## src/rtl/pipe_latch_reader.sv

```systemverilog
// pipe_latch_reader
//   Takes a one-shot snapshot of a set of pipeline-latch words and streams it
//   out byte by byte over a valid/ready byte sink (e.g. a UART transmitter).
//   Word 0 goes first, and the least-significant byte of each word goes first.
//   While a snapshot is in progress, o_busy is used externally to freeze the
//   pipeline latches.
//
// Optional feature (macro PIPE_LATCH_READER_CHECKSUM_EN):
//   When defined, one extra byte follows the data bytes. It is the XOR of
//   all data bytes.
//
// Parameters
//   DATA_WIDTH  width of one latch word (multiple of 8), default 32
//   NUM_WORDS   number of latch words per snapshot, default 5
//
// Ports
//   clk         clock, all state updates on the rising edge
//   i_rst_n     synchronous active-low reset
//   i_start     snapshot request, only honoured while idle
//   i_words     flattened latch words, word k at [k*DATA_WIDTH +: DATA_WIDTH]
//   i_tx_ready  byte sink can accept a byte
//   o_tx_data   byte presented to the sink (0x00 whenever o_tx_valid is low)
//   o_tx_valid  o_tx_data is valid
//   o_busy      snapshot in progress
//   o_done      one-cycle pulse after the final byte has been accepted

module pipe_latch_reader #(
    parameter int DATA_WIDTH = 32,
    parameter int NUM_WORDS  = 5
) (
    input  logic                            clk,
    input  logic                            i_rst_n,
    input  logic                            i_start,
    input  logic [NUM_WORDS*DATA_WIDTH-1:0] i_words,
    input  logic                            i_tx_ready,
    output logic [7:0]                      o_tx_data,
    output logic                            o_tx_valid,
    output logic                            o_busy,
    output logic                            o_done
);

    localparam int TOTAL_BITS = NUM_WORDS * DATA_WIDTH;
    localparam int NUM_BYTES  = TOTAL_BITS / 8;
    localparam int CNT_W      = (NUM_BYTES > 1) ? $clog2(NUM_BYTES) : 1;
    localparam logic [CNT_W-1:0] LAST_IDX = CNT_W'(NUM_BYTES - 1);

    localparam logic [1:0] IDLE = 2'd0;
    localparam logic [1:0] SEND = 2'd1;
`ifdef PIPE_LATCH_READER_CHECKSUM_EN
    localparam logic [1:0] CSUM = 2'd2;
`endif
    localparam logic [1:0] DONE = 2'd3;

    logic [1:0]            state;
    logic [TOTAL_BITS-1:0] buffer;
    logic [TOTAL_BITS-1:0] next_buffer;
    logic [CNT_W-1:0]      count;
    logic                  xfer;
`ifdef PIPE_LATCH_READER_CHECKSUM_EN
    logic [7:0]            csum;
`endif

    // The buffer shifts right by one byte per transfer, so the byte on the
    // wire is always buffer[7:0]. This avoids a wide variable-index mux.
    assign next_buffer = buffer >> 8;
    assign xfer        = o_tx_valid & i_tx_ready;

    assign o_busy = (state != IDLE);
    assign o_done = (state == DONE);

    always_ff @(posedge clk) begin
        if (!i_rst_n) begin
            state      <= IDLE;
            buffer     <= '0;
            count      <= '0;
            o_tx_data  <= '0;
            o_tx_valid <= 1'b0;
`ifdef PIPE_LATCH_READER_CHECKSUM_EN
            csum       <= '0;
`endif
        end else begin
            case (state)
                IDLE: begin
                    if (i_start) begin
                        buffer     <= i_words;
                        count      <= '0;
                        o_tx_data  <= i_words[7:0];
                        o_tx_valid <= 1'b1;
`ifdef PIPE_LATCH_READER_CHECKSUM_EN
                        csum       <= '0;
`endif
                        state      <= SEND;
                    end
                end

                SEND: begin
                    if (xfer) begin
`ifdef PIPE_LATCH_READER_CHECKSUM_EN
                        csum <= csum ^ o_tx_data;
`endif
                        if (count == LAST_IDX) begin
`ifdef PIPE_LATCH_READER_CHECKSUM_EN
                            // Keep valid high so the checksum byte follows
                            // the last data byte with no gap.
                            o_tx_data <= csum ^ o_tx_data;
                            state     <= CSUM;
`else
                            o_tx_data  <= '0;
                            o_tx_valid <= 1'b0;
                            state      <= DONE;
`endif
                        end else begin
                            count     <= count + CNT_W'(1);
                            buffer    <= next_buffer;
                            o_tx_data <= next_buffer[7:0];
                        end
                    end
                end

`ifdef PIPE_LATCH_READER_CHECKSUM_EN
                CSUM: begin
                    if (xfer) begin
                        o_tx_data  <= '0;
                        o_tx_valid <= 1'b0;
                        state      <= DONE;
                    end
                end
`endif

                DONE: begin
                    state <= IDLE;
                end

                default: begin
                    o_tx_data  <= '0;
                    o_tx_valid <= 1'b0;
                    state      <= IDLE;
                end
            endcase
        end
    end

endmodule

```

## config.mk

```make
export PLATFORM = sky130hd
export DESIGN_NAME = pipe_latch_reader
export DESIGN_NICKNAME = d
export VERILOG_FILES = /design/src/rtl/pipe_latch_reader.sv
export SDC_FILE = /design/constraint.sdc
export NUM_CORES = 1
export LEC_CHECK = 0
export ABC_AREA = 1
export BUFFER_PORTS_ARGS = -buffer_cell sky130_fd_sc_hd__buf_2
export CORE_ASPECT_RATIO = 0.9
export CORE_MARGIN = 5
export CORE_UTILIZATION = 45
export DETAILED_ROUTE_END_ITERATION = 8
export GPL_TIMING_DRIVEN = 0
export PLACE_DENSITY = 0.78
export SYNTH_ARGS = -nofsm -noshare
export SYNTH_HDL_FRONTEND = slang
export SYNTH_SLANG_ARGS = --single-unit
```

## constraint.sdc

```tcl
create_clock -name clk -period 2.4 [get_ports clk]
set_input_delay 0.36 -clock clk [delete_from_list [all_inputs] [get_ports clk]]
set_output_delay 0.36 -clock clk [all_outputs]
set_load 0.1 [all_outputs]
```

## After elaboration in Yosys (flattened, before gate mapping)

Cells that the tools add are included.

| operators by class | value |
|---|---|
| mux-type cells | 20 |
| bitwise logic cells | 2 |
| eq/ne operators | 7 |
| reduce and logical (&&, ||, !) cells | 7 |
| add/subtract/negate cells | 1 |

Operator list:

| cell | count |
|---|---|
| $mux W160 | 3 |
| $pmux W160 S2 | 1 |
| $mux W8 | 3 |
| $pmux W8 S3 | 1 |
| $mux W5 | 3 |
| $pmux W5 S2 | 1 |
| $ne A2 B2 Y1 const B | 4 |
| $reduce_and A4 Y1 | 2 |
| $mux W2 | 3 |
| $reduce_and A3 Y1 | 2 |
| $add A5 B1 Y5 const B | 1 |
| $eq A5 B5 Y1 const B | 1 |
| $pmux W2 S2 | 1 |
| $reduce_bool A2 Y1 | 2 |
| $mux W1 | 3 |
| $pmux W1 S3 | 1 |
| $eq A2 B1 Y1 const B | 1 |
| $eq A2 B2 Y1 const B | 1 |
| $logic_not A2 Y1 | 1 |
| $and A1 B1 Y1 | 1 |
| $not A1 Y1 | 1 |

| storage, ports and cells | value |
|---|---|
| logic and storage cells | 42 |
| flip-flop bits (word level) | 176 |
| input bits | 164 |
| output and inout port bits | 11 |

## Longest topological paths before layout

| logic depth | value |
|---|---|
| word-level depth | 4 |
| mapped depth | 12 |
| gate-level depth less buffers | 10 |

## Least setup slack after synthesis

Ideal clock, no wire load.

| timing | value |
|---|---|
| kind | reg-to-reg |
| start point | register o_tx_valid |
| end point | register count[3] |
| slack | 0.445 ns |
| data arrival time | 1.891 ns |
| setup time | 0.064 ns |
| stages on the path, launching flop included | 11 |
| required time | 2.336 ns |
| buffers on the path | 2 |
| period minus slack after synthesis | 1.955 ns |
| cell sequence | dfxtp_1 > nand2_1 > nand2_1 > nand2_2 > inv_2 > nand2_2 > inv_2 > buf_6 > buf_6 > nor2_1 > nor2_1 |

| on the way | value |
|---|---|
| cells in the longest elaborated chain, start to end | 3 |

Ends and longest elaborated chain:

| element | RTL line | text |
|---|---|---|
| start, declared | 37 | `output logic o_tx_valid,` |
| start signal, assigned | 77 | `o_tx_valid <= 1'b0;` |
| start signal, assigned | 88 | `o_tx_valid <= 1'b1;` |
| start signal, assigned | 109 | `o_tx_valid <= 1'b0;` |
| $and A1 B1 Y1 | 66 | `assign xfer = o_tx_valid & i_tx_ready;` |
| $ne A2 B2 Y1 (no source line) | - |  |
| $reduce_and A4 Y1 (no source line) | - |  |
| end signal, assigned | 113 | `count <= count + CNT_W'(1);` |
| end, declared | 57 | `logic [CNT_W-1:0] count;` |

Every way passes these cells.
A chain may end at the register's enable or synchronous reset.

## Final worst setup path

| timing | value |
|---|---|
| start point | register count[0] |
| end point | register buffer[27] |

| on the way | value |
|---|---|
| cells in the longest elaborated chain, start to end | 3 |

Ends and longest elaborated chain:

| element | RTL line | text |
|---|---|---|
| $eq A5 B5 Y1 | 101 | `if (count == LAST_IDX) begin` |
| $ne A2 B2 Y1 (no source line) | - |  |
| $reduce_and A4 Y1 (no source line) | - |  |
| end signal, assigned | 85 | `buffer <= i_words;` |
| end signal, assigned | 114 | `buffer <= next_buffer;` |
| end, declared | 55 | `logic [TOTAL_BITS-1:0] buffer;` |

Every way passes these cells.

==> impl_metrics.ini <==
[timing]
worstMarginPinSlew_ps = 637
fin_setup_tns_ps = 0
max_freq_mhz = 496
hold_violations = 0
fin_crit_sh = 0.839
rsz0062_at_grt = false
slew_headroom = 0.575
setup_violations = 0
skew_ps = 12.7
fin_crit_ps = 2010
drv_slew = 0

[global_route]
track_usage = 0.207
grt_start_max_net_pins = 17
grt_pass1_vias = 8201
globalRoute.totalOverflow = 0
antenna_found_initial = 0
grt_pass1_wl_um = 38300

[power_and_ir_drop]
p_leak_nw = 5.55
peakVddDrop_mv = 0.473
power.density_nw_per_um2 = 1070

[cts]
insertion_delay_ps = 430
cts_sinks = 168
post_cts_resized = 0
cts_tree = built
cts_root_buf = clkbuf_16
clk_pin_slew_ps = 60
cts_hold_buf = 0
post_cts_buffers = 0
clockBufferDepth = 2
cts_buffers = 17
htreeDepth = 4

[yosys]
synth_area_leaders = dfxtp_1, nand2_1, nor2_1
ys_types = 21
yosysSeqAreaShare = 0.377
postSynthCellCount = 1423
syn_avg_cell_area_um2 = 6.27
synthesis.nets = 1588
yosysTopAreaCellShare = 0.377
yosysTopAreaCell = dfxtp_1
yosys_warnings = 0
synth-seq-cells = 168
syn_area_um2 = 8930

[floorplan]
initial_core_util = 0.462
ios = 175
die_y_um = 144
die_w_um = 158
placementRows = 48
core_area_um2 = 19300
die-area_um2 = 22800

[setup_path]
worst-path-max-fanout = 10
reg2reg_depth = 11
criticalPathCategory = reg2reg
cp_data_arrival_time_ps = 2340
cp.required_ps = 2720
start_kind = flip-flop
r2r_setup_slack_ps = 390
reg2reg_to = buffer[27]
r2r_start = count[0]
end_kind = flip-flop

[routing]
drt-wirelength-per-cell_um = 12.7
dr_wl_met2_um = 11100
wl_met3_um = 1460
firstDrtPassIters = 5
wl_um = 23900
drtIter0Drc = 624
drc = 0
wl_met1_um = 11000
ant_nets = 0
highest_layer = met4
vias_per_cell = 4.81
vias = 9025

[hold_path]
whs_path_depth = 3
hold_path_class = in2reg
whs_endpoint = buffer[152]
hold_start = i_words[152]

[run_status]
status = finished clean

[place]
place_congestion = 0.860
io_buffers = 172
hpwl_um = 17800
placed_cell_area_um2 = 10100

[layout]
area_growth_pct = 19.6
nets = 1779
diodes = 0
drive_gt1_frac = 0.175
postLayoutCellArea_um2 = 10700

[run]
max_cap_viol_count = 0
==> worst max-delay path by stage <==
stage                    start           to  cells past startpoint
floorplan           o_tx_valid     count[3]                     10
global placement       i_rst_n   buffer[49]                      5
detailed placement     i_rst_n  buffer[111]                      5
CTS                   count[0]  buffer[141]                     11
global route          count[0]   buffer[78]                     11
finish                count[0]   buffer[27]                     11
==> synth_stat cells <==
cell,number
buf_2,47
nand3_1,16
buf_1,3
o21ai_0,3
nand2_1,641
inv_1,12
clkbuf_1,29
buf_6,14
a21oi_1,14
clkbuf_2,1
inv_2,5
nor3_1,1
nor2_4,1
dfxtp_1,168
ha_1,1
nor2_1,298
nand4_1,10
buf_4,9
nor2_8,1
nand3b_1,144
nand2_2,5
==> cell families (layout without fill, tap and decap cells) <==
logic type | count (synthesis) | after routing | share of synthesized area
and+or+nand+nor | 1117 | 1117 | 0.540
AOI/OAI and AO/OA | 17 | 17 | 0.00953
adders and majority gates | 1 | 1 | 0.00140
DFF | 168 | 168 | 0.377
buffers and inverters | 120 | 324 | 0.0727
==> stage by stage <==
step	power, mW	utilization	hold slack (ps)	instances	worst slack, ps
after floorplan	7.63	-	439	1423	445
after global placement	8.64	0.522	448	1845	293
after detailed placement	8.76	0.522	456	1845	279
after CTS	11.5	0.552	197	1877	350
after global routing	12.3	0.552	212	1877	150
final	11.4	0.552	214	1877	386
==> critical path, stage by stage (launching register included) <==
cell and delay (ps):
dfxtp_1 340, ha_1 270, nand2_1 90, inv_1 40
nand2_1 150, nand2_2 120, nand2_2 110, buf_2 290
buf_2 270, nand3b_1 120, nand2_1 80, nor2_1 40
==> state kept, by name, indices dropped and copies added, names as in the netlist <==
signal,flops
buffer,152
count,5
o_tx_data,8
o_tx_valid,1
state,2
==> report_power, final <==
part           internal, mW  switching (mW)
combinational          1.79            2.94
sequential             3.58           0.408
clock                  1.56            1.14
==> routing by layer <==
layer	vias to the layer above	GRT usage
li1	4765	-
met1	4006	0.282
met2	230	0.335
met3	24	0.0452
met4	0	0.0525
met5	-	0
==> cells in the final DEF (no fill, tap or decap), types with 12 or more instances in the layout <==
master and count:
inv_1 12, nor2_1 298, nand3b_1 144, nand3_1 16
buf_6 14, a21oi_1 14, clkbuf_16 17, buf_2 219
dfxtp_1 168, nand2_1 641, clkbuf_1 32
==> area by class of cell <==
cell class / instances / area [µm²]
flip-flops and latches: 168 / 3360
clock inverters: 11 / 121
clock buffers: 21 / 450
inverters: 17 / 63.8
well taps: 250 / 313
plain buffers: 103 / 586
multi-input cells: 1135 / 4910
repair buffers: 172 / 861
fillers: 1926 / 8670
Note: power is estimated with default switching activity, not from simulation.
